[config.mk]
export PLATFORM = sky130hd
export DESIGN_NAME = fetch_ctrl
export DESIGN_NICKNAME = d
export VERILOG_FILES = /design/src/rtl/fetch_pkg.sv /design/src/rtl/fetch_fifo.sv /design/src/rtl/fetch_ctrl.sv
export SDC_FILE = /design/constraint.sdc
export NUM_CORES = 1
export LEC_CHECK = 0
export ABC_CLOCK_PERIOD_IN_PS = 7950
export BUFFER_PORTS_ARGS = -buffer_cell sky130_fd_sc_hd__buf_2
export CORE_ASPECT_RATIO = 1.5
export CORE_UTILIZATION = 45
export CTS_CLUSTER_DIAMETER = 40
export CTS_CLUSTER_SIZE = 28
export DETAILED_ROUTE_END_ITERATION = 6
export MAX_ROUTING_LAYER = met4
export PLACE_DENSITY = 0.69
export SETUP_SLACK_MARGIN = 0.2
export SYNTH_ARGS = -nofsm -noshare
export SYNTH_HDL_FRONTEND = slang
export SYNTH_HIERARCHICAL = 1
export SYNTH_SLANG_ARGS = --single-unit
[constraint.sdc]
create_clock -name clk -period 7.95 [get_ports clk]
set_clock_uncertainty 0.1 [all_clocks]
set_input_delay 0.3975 -clock clk [delete_from_list [all_inputs] [get_ports clk]]
set_output_delay 0.3975 -clock clk [all_outputs]
set_load 0.02 [all_outputs]
[src/rtl/fetch_pkg.sv]
// Shared types and constants for the instruction fetch unit.
package fetch_pkg;

    typedef enum logic [1:0] {
        IDLE,
        REQ,
        WAIT,
        DRAIN
    } fetch_state_e;

    localparam int          INSTR_BYTES = 4;
    localparam logic [31:0] NOP_INSTR   = 32'h00000013;

endpackage

[src/rtl/fetch_fifo.sv]
// Small synchronous FIFO of {instr, pc} pairs between fetch and decode.
module fetch_fifo #(
    parameter int W     = 32,
    parameter int DEPTH = 2
) (
    input  logic                     clk,
    input  logic                     rst,
    input  logic                     push,
    input  logic                     pop,
    input  logic                     flush,
    input  logic [W-1:0]             wr_instr,
    input  logic [W-1:0]             wr_pc,
    output logic [W-1:0]             head_instr,
    output logic [W-1:0]             head_pc,
    output logic [$clog2(DEPTH):0]   count
);

    localparam int AW = $clog2(DEPTH);
    localparam int CW = AW + 1;
    localparam logic [CW-1:0] FULL = CW'(DEPTH);

    logic [W-1:0]  instr_mem [DEPTH];
    logic [W-1:0]  pc_mem    [DEPTH];
    logic [AW-1:0] wr_ptr;
    logic [AW-1:0] rd_ptr;
    logic          do_push;
    logic          do_pop;

    // A full FIFO may still accept a push when the head leaves the same cycle.
    assign do_pop  = pop && (count != '0);
    assign do_push = push && ((count < FULL) || do_pop);

    assign head_instr = instr_mem[rd_ptr];
    assign head_pc    = pc_mem[rd_ptr];

    always_ff @(posedge clk or negedge rst) begin
        if (!rst) begin
            wr_ptr <= '0;
            rd_ptr <= '0;
            count  <= '0;
        end else if (flush) begin
            wr_ptr <= '0;
            rd_ptr <= '0;
            count  <= '0;
        end else begin
            if (do_push) wr_ptr <= wr_ptr + 1'b1;
            if (do_pop)  rd_ptr <= rd_ptr + 1'b1;
            if (do_push && !do_pop)
                count <= count + 1'b1;
            else if (!do_push && do_pop)
                count <= count - 1'b1;
        end
    end

    always_ff @(posedge clk) begin
        if (do_push && !flush) begin
            instr_mem[wr_ptr] <= wr_instr;
            pc_mem[wr_ptr]    <= wr_pc;
        end
    end

endmodule

[src/rtl/fetch_ctrl.sv]
// Fetch sequencer: owns the fetch PC, keeps one request in flight and
// buffers returned instructions toward decode, squashing stale responses.
module fetch_ctrl
    import fetch_pkg::*;
#(
    parameter int                    DATA_WIDTH = 32,
    parameter logic [DATA_WIDTH-1:0] RESET_PC   = '0,
    parameter int                    FIFO_DEPTH = 2
) (
    input  logic                  clk,
    input  logic                  rst,
    input  logic                  trigger,
    input  logic                  redirect,
    input  logic [DATA_WIDTH-1:0] redirect_pc,
    input  logic                  stall,
    output logic                  imem_req,
    output logic [DATA_WIDTH-1:0] imem_addr,
    input  logic                  imem_ready,
    input  logic                  imem_rvalid,
    input  logic [DATA_WIDTH-1:0] imem_rdata,
    output logic                  instr_valid,
    output logic [DATA_WIDTH-1:0] Instr,
    output logic [DATA_WIDTH-1:0] pc_out,
    output logic [DATA_WIDTH-1:0] pc_out4
);

    localparam int W  = DATA_WIDTH;
    localparam int CW = $clog2(FIFO_DEPTH) + 1;
    localparam logic [W-1:0] STEP = W'(INSTR_BYTES);

    fetch_state_e  state, state_n;
    logic [W-1:0]  fetch_pc, fetch_pc_n;
    logic [W-1:0]  issued_pc, issued_pc_n;
    logic          inflight, inflight_n;
    logic          squash, squash_n;

    logic          push;
    logic          pop;
    logic          flush;
    logic          credit;
    logic          resp;
    logic [W-1:0]  target;
    logic [CW-1:0] count;
    logic [W-1:0]  head_instr;
    logic [W-1:0]  head_pc;

    // The outstanding request reserves a slot so a full FIFO never overflows.
    assign credit = (count + CW'(inflight)) < CW'(FIFO_DEPTH);
    assign resp   = imem_rvalid && inflight;
    assign target = redirect_pc & ~W'(3);

    always_ff @(posedge clk or negedge rst) begin
        if (!rst) begin
            state     <= IDLE;
            fetch_pc  <= RESET_PC;
            issued_pc <= RESET_PC;
            inflight  <= 1'b0;
            squash    <= 1'b0;
        end else begin
            state     <= state_n;
            fetch_pc  <= fetch_pc_n;
            issued_pc <= issued_pc_n;
            inflight  <= inflight_n;
            squash    <= squash_n;
        end
    end

    always_comb begin
        state_n     = state;
        fetch_pc_n  = fetch_pc;
        issued_pc_n = issued_pc;
        inflight_n  = inflight;
        squash_n    = squash;
        imem_req    = 1'b0;
        push        = 1'b0;
        flush       = 1'b0;
        if (redirect && state != IDLE) begin
            flush      = 1'b1;
            fetch_pc_n = target;
            if (state == WAIT || state == DRAIN) begin
                if (resp) begin
                    state_n    = REQ;
                    inflight_n = 1'b0;
                    squash_n   = 1'b0;
                end else begin
                    state_n  = DRAIN;
                    squash_n = 1'b1;
                end
            end
        end else begin
            unique case (state)
                IDLE: begin
                    if (trigger)  state_n    = REQ;
                    if (redirect) fetch_pc_n = target;
                end
                REQ: begin
                    imem_req = credit;
                    if (credit && imem_ready) begin
                        state_n     = WAIT;
                        issued_pc_n = fetch_pc;
                        fetch_pc_n  = fetch_pc + STEP;
                        inflight_n  = 1'b1;
                    end
                end
                WAIT, DRAIN: begin
                    if (resp) begin
                        push       = !squash;
                        state_n    = REQ;
                        inflight_n = 1'b0;
                        squash_n   = 1'b0;
                    end
                end
                default: ;
            endcase
        end
    end

    fetch_fifo #(
        .W     (W),
        .DEPTH (FIFO_DEPTH)
    ) u_fifo (
        .clk        (clk),
        .rst        (rst),
        .push       (push),
        .pop        (pop),
        .flush      (flush),
        .wr_instr   (imem_rdata),
        .wr_pc      (issued_pc),
        .head_instr (head_instr),
        .head_pc    (head_pc),
        .count      (count)
    );

    assign imem_addr   = fetch_pc;
    assign instr_valid = (count != '0);
    assign pop         = instr_valid && !stall;
    assign Instr       = instr_valid ? head_instr : '0;
    assign pc_out      = instr_valid ? head_pc : '0;
    assign pc_out4     = pc_out + STEP;

endmodule
**Word level (Yosys, flattened, before mapping)**

Memories as Yosys holds them, arrays and structs flattened.
Cells that the tools add are included.

- Add/sub/neg operators: 7
- $mul: 0
- Div/mod/pow operators: 0
- $lt $le $gt $ge: 2
- Eq/ne operators: 8
- Shifts and indexed selects: 0
- Multiplexer cells: 38
- Bitwise logic cells: 1
- Reduce and logical (&&, ||, !) cells: 32

Operators by type and width:

| cell | number |
|---|---|
| $mux W32 | 5 |
| $add A32 B3 Y32 const B | 2 |
| $pmux W32 S2 | 1 |
| $mux W1 | 21 |
| $mux W2 | 9 |
| $ne A3 B3 Y1 const B | 4 |
| $reduce_and A3 Y1 | 4 |
| $reduce_bool A2 Y1 | 6 |
| $logic_and A1 B1 Y1 | 9 |
| $reduce_bool A3 Y1 | 3 |
| $pmux W2 S3 | 1 |
| $logic_not A1 Y1 | 5 |
| $eq A2 B2 Y1 const B | 2 |
| $lt A2 B2 Y1 const B | 2 |
| $reduce_and A4 Y1 | 1 |
| $add A1 B1 Y1 const B | 2 |
| $add A2 B1 Y2 | 1 |
| $add A2 B1 Y2 const B | 1 |
| $eq A2 B1 Y1 const B | 1 |
| $logic_not A2 Y1 | 1 |
| $logic_or A1 B1 Y1 | 2 |
| $ne A2 B1 Y1 const B | 1 |
| $pmux W1 S2 | 1 |
| $reduce_or A2 Y1 | 1 |
| 2 further kinds | 2 |

- Flip-flop bits (word level): 72
- Bits in latches: 0
- Memory bits (writable): 128
- ROM bits: 0
- Output and inout port bits: 130
- Memories kept: 2

Memory list:

| name | words | bits a word | rd ports | clocked after Yosys merged registers in | wr ports | RTL line | source |
|---|---|---|---|---|---|---|---|
| u_fifo.instr_mem | 2 | 32 | 1 | 0 | 1 | fetch_fifo.sv:22 | `logic [W-1:0] instr_mem [DEPTH];` |
| u_fifo.pc_mem | 2 | 32 | 1 | 0 | 1 | fetch_fifo.sv:23 | `logic [W-1:0] pc_mem [DEPTH];` |

**Depth between registers and ports, before layout**

- Word-level depth: 10
- Mapped depth: 11
- Mapped depth without buffers: 9

**Cells and area by module**

The synthesis kept the hierarchy.

Modules (own cells, without submodules):

| module | instances | cells an instance | area each (um^2) | seq. area each (um^2) |
|---|---|---|---|---|
| fetch_fifo | 1 | 223 | 4,838.4 | 3,943.8 |
| fetch_ctrl | 1 | 528 | 4,172.8 | 1,601.5 |

**Worst setup path after synthesis**

No wires, ideal clock.

- Path type: input-to-reg
- Start: input redirect
- End: memory u_fifo.instr_mem[1][0] (enable)
- Data arrival time: 5.894 ns
- Setup slack: 1.378 ns
- Stages on the path: 4
- Buffers on the path: 1
- Cell sequence: clkbuf_1 nor4b_1 o21ai_0 nor3b_1

- Word-level cells in the longest chain between the ends: 6
- Elaborated cells on any way between the ends: 8
- Those cells by class: mux: 4; reduce/logical: 4

RTL lines:

| item | RTL line | source |
|---|---|---|
| start: declaration | fetch_ctrl.sv:13 | `input logic redirect,` |
| $logic_and A1 B1 Y1 | fetch_ctrl.sv:77 | `if (redirect && state != IDLE) begin` |
| $mux W1 | fetch_ctrl.sv:77 |  |
| named net push | fetch_ctrl.sv:37 | `logic push;` |
| $logic_and A1 B1 Y1 | fetch_fifo.sv:31 | `assign do_push = push && ((count < FULL) \|\| do_pop);` |
| $logic_and A1 B1 Y1 | fetch_fifo.sv:56 | `if (do_push && !flush) begin` |
| $mux W1 | fetch_fifo.sv:56 |  |
| $mux W1 (implied by the code) | fetch_fifo.sv:57 | `instr_mem[wr_ptr] <= wr_instr;` |
| end: declaration | fetch_fifo.sv:22 |  |

The timed path passes the listed nets, and every way through them passes these cells.

**Worst setup path in the final report**

- Start: register u_fifo.count[1]
- End: output pc_out4[26]

- Word-level cells in the longest chain between the ends: 3

RTL lines:

| item | RTL line | source |
|---|---|---|
| start: declaration | fetch_fifo.sv:15 | `output logic [$clog2(DEPTH):0] count` |
| start signal: assignment | fetch_fifo.sv:49 | `count <= count + 1'b1;` |
| start signal: assignment | fetch_fifo.sv:51 | `count <= count - 1'b1;` |
| $reduce_bool A2 Y1 | fetch_ctrl.sv:135 | `assign instr_valid = (count != '0);` |
| $mux W32 | fetch_ctrl.sv:138 | `assign pc_out = instr_valid ? head_pc : '0;` |
| $add A32 B3 Y32 | fetch_ctrl.sv:139 | `assign pc_out4 = pc_out + STEP;` |
| end: declaration | fetch_ctrl.sv:24 | `output logic [DATA_WIDTH-1:0] pc_out4` |

No other way between the ends.

==> summary.txt <==
Place
  – IO buf count: 196
  – RD Place Congestion: 0.853
  – DP HPWL: 13300 µm

Worst setup path
  – Buffers and inverters on the worst path: 3
  – FF-to-FF setup slack: 4.81 ns
  – Setup crit end kind: output port
  – Crit-path slowest cell: dfrtp_1
  – Worst path cell trace: nor2_1 -> inv_1 -> buf_4 -> and2_1 -> ha_1 -> nand4_1 -> nor3_1 -> nand2_1 -> or4_1 -> nand2_1 -> buf_2
  – Critical Path Most Common Cell: nand2_1
  – CP Depth: 11
  – Top Family by Delay on Critical Path: simple AND/OR/NAND/NOR gates
  – Worst Path Arrival: 3.98 ns
  – Crit Path Max Fanout: 63
  – Critical R2R Capture: u_fifo/instr_mem[1][25]$_DFFE_PP_
  – Worst Setup EP: pc_out4[26]
  – Reg-to-reg startpoint: u_fifo/count[1]$_DFFE_PN0P_
  – Critical path origin: u_fifo/count[1]$_DFFE_PN0P_
  – Crit Path Class: reg -> out
  – Reg2reg path depth: 6
  – CP startpoint kind: register
  – CP max stage delay: 0.70 ns
  – Critical Path RT: 7.45 ns

Clocking
  – CTS Buf Count: 17
  – Clock transition at the registers of the reported paths: 0.08 ns
  – # resized after CTS: 0
  – Root buf cell: clkbuf_16
  – Clock tree buffer depth: 2
  – # clock sinks: 196
  – CTS tree: done
  – Post CTS Setup Buffer Count: 0
  – Hold-fix buffers, CTS: 0
  – H-tree Lvls: 4
  – Clock Latency Late Sink: 0.44 ns

Cells and area
  – Layout cells sized above 1: 33.2%
  – Filler cells: 1774
  – Antenna diode count: 0
  – Area grow syn2layout: 19.8%
  – Layout Utilization: 54.8%
  – Layout net count: 1016

GRT
  – Global-route wire length before repair: 30800 µm
  – Remaining Overflow, GRT: 0
  – Antenna violations before repair: 0
  – Vias in the first global route: 6010
  – Global-route usage over all layers: 19.8%
  – Largest net degree at the start of global routing: 69

STA
  – Hold Vio Cnt, Final: 0
  – WHS: 0.0429 ns
  – Setup Viol. Count Final: 0
  – Fmax: 223 MHz
  – RSZ-0062 raised after global routing: false
  – Final Critical Period: 4.48 ns
  – Slew HR: 27.5%
  – Setup TNS Final: 0 ns
  – Pins Over Slew Limit: 0
  – Crit share post-route: 56.3%
  – Worst Max-Slew Pin Slew: 1.09 ns

Route
  – TritonRoute pass-1 iters: 7
  – Drt total wl: 19300 µm
  – Via/cell ratio: 5.01
  – Iter 0 DRT Violations: 431
  – Final ANT Viol Nets: 0
  – DR vias: 6097
  – Drt wl/cell: 15.9 µm
  – DRC viols: 4

Floorplan
  – Initial core utilization: 45.7%
  – Core Area: 0.0197 mm²
  – DIE HEIGHT: 175 µm
  – Die area: 0.0206 mm²
  – Ports: 201
  – Rows: 63
  – Die width: 118 µm

Power
  – Net switching power: 796 µW
  – Cell Pwr Density: 246 mW/mm²
  – Clock group share of total power: 31.3%
  – Switching Share: 29.9%
  – Worst VDD drop: 0.134 mV
  – Comb pwr share: 17.3%
  – Internal power: 1860 µW
  – Sequential Power Share: 51.5%
  – Pleak: 0.00455 µW

Synthesis
  – #FFs+latches synth: 196
  – Primary FF master, synth: edfxtp_1
  – Number of flops mapped to enable cells by yosys: 128
  – Distinct cells, synth: 49
  – Sequential area share after synthesis: 61.5%
  – Synth Warn #: 6
  – Ys async rst share: 34.7%
  – Synth Area per Inst: 12.0 µm²
  – Syn Inst Count: 751
  – Mapped Area: 0.00901 mm²

Run status
  – Failing checks: DRC
  – Status: finished, violations left

Run
  – Number of max-cap violations: 0

Worst hold path
  – Worst Hold Class: in -> async
[stage by stage]
stage / power [µW] / cells / worst slack, ns / cell area [µm²]
global placement: 1840 / 1184 / 3.91 / 10200
detailed placement: 1850 / 1184 / 3.86 / 10200
CTS: 2690 / 1216 / 3.37 / 10800
floorplan: 1680 / 756 / 1.38 / 9030
finish: 2660 / 1216 / 3.47 / 10800
global route: 2800 / 1216 / 3.17 / 10800
[registers in the layout, indices dropped and copies added (netlist names)]
name              flops
u_fifo/count          2
state                 2
inflight              1
issued_pc            30
u_fifo/pc_mem        64
u_fifo/rd_ptr         1
imem_addr            30
squash                1
u_fifo/instr_mem     64
u_fifo/wr_ptr         1
[final cells by class]
class	count	area, µm²	share of cell area, %
clock buffers	19	433	4.01
clock inverters	13	136	1.26
inverters	13	48.8	0.452
multi-input cells	509	3250	30.1
flip-flops and latches	196	5550	51.4
well taps	260	325	3.01
repair buffers	206	1060	9.79
[power groups by stage]
stage | clock [µW] | sequential [µW] | combinational (µW)
after global placement | 0 | 1380 | 456
final | 831 | 1370 | 460
after floorplan | 0 | 1370 | 308
after CTS | 855 | 1370 | 467
after global routing | 894 | 1390 | 515
after detailed placement | 0 | 1390 | 463
[how the worst min path moves through the flow]
stage,startpoint,to,cells past startpoint
floorplan,rst,imem_addr[10]$_DFFE_PN0P_,0
global placement,issued_pc[28]$_DFFE_PN0P_,u_fifo/pc_mem[0][28]$_DFFE_PP_,0
detailed placement,issued_pc[31]$_DFFE_PN0P_,u_fifo/pc_mem[1][31]$_DFFE_PP_,0
CTS,imem_rdata[15],u_fifo/instr_mem[1][15]$_DFFE_PP_,1
global route,imem_rdata[21],u_fifo/instr_mem[1][21]$_DFFE_PP_,1
finish,rst,issued_pc[31]$_DFFE_PN0P_,2
[per-layer routing]
metal | track usage (%) | vias to the layer above | wire length, µm
li1 | - | 3024 | -
met1 | 22.6 | 2888 | 8000
met2 | 34.7 | 164 | 10300
met3 | 3.28 | 21 | 707
met4 | 7.64 | 0 | 371
met5 | - | - | 0
[cell usage after synthesis, types with 5 or more instances]
cell type,number,share of area (%)
nor4_2,6,0.83
o21ai_0,14,0.78
edfxtp_1,128,43
o21ai_1,19,1.1
xnor2_1,24,2.3
or3_1,6,0.42
inv_1,12,0.50
o211ai_1,5,0.42
and3_1,8,0.56
nor3_1,10,0.56
a21oi_1,10,0.56
and2_1,61,4.2
clkbuf_1,20,0.83
xor2_1,25,2.4
buf_2,6,0.33
nand3_1,19,1.1
dfrtp_1,68,19
nand2_1,145,6.0
nor2_1,29,1.2
buf_4,10,0.83
mux2_2,64,8.0
nand4_1,17,1.2
[cell families (layout without fill, tap and decap cells)]
| kind of cell | Yosys count | in the layout | share of synthesized area, % |
|---|---|---|---|
| muxes | 67 | 67 | 8.47 |
| and+or+nand+nor | 323 | 323 | 18.1 |
| DFF | 196 | 196 | 61.5 |
| other | 1 | 6 | 0.0416 |
| AOI/OAI and AO/OA | 62 | 62 | 4.05 |
| xor gates and xnor gates | 49 | 49 | 4.76 |
| adders and majority gates | 2 | 2 | 0.278 |
| buffers and inverters | 51 | 251 | 2.79 |
[worst reg2reg max path, cell delays in order (launching register included)]
cell and delay [ns]:
dfrtp_1 0.70, nor2_1 0.18, buf_4 0.22, nor2_1 0.36, o21ai_0 0.24, nor3b_2 0.23
buf_4 0.70
[cell usage in the layout, fill, tap and decap left out, types with 3 or more instances in the layout]
master and n:
buf_2 196, nand2_1 145, edfxtp_1 128, dfrtp_1 67, mux2_2 64, and2_1 61
nor2_1 28, xor2_1 25, xnor2_1 24, nand3_1 19, o21ai_1 19, nand4_1 17
clkbuf_16 17, o21ai_0 14, inv_1 12, a21oi_1 10, buf_4 10, nor3_1 9
and3_1 8, or3_1 6, nor4_2 6, conb_1 6, o211ai_1 5, nor3_2 5
inv_6 5, o2111ai_1 3, nor3b_1 3, and4_1 3, inv_8 3
No activity file was read; power rests on OpenSTA's default activity.
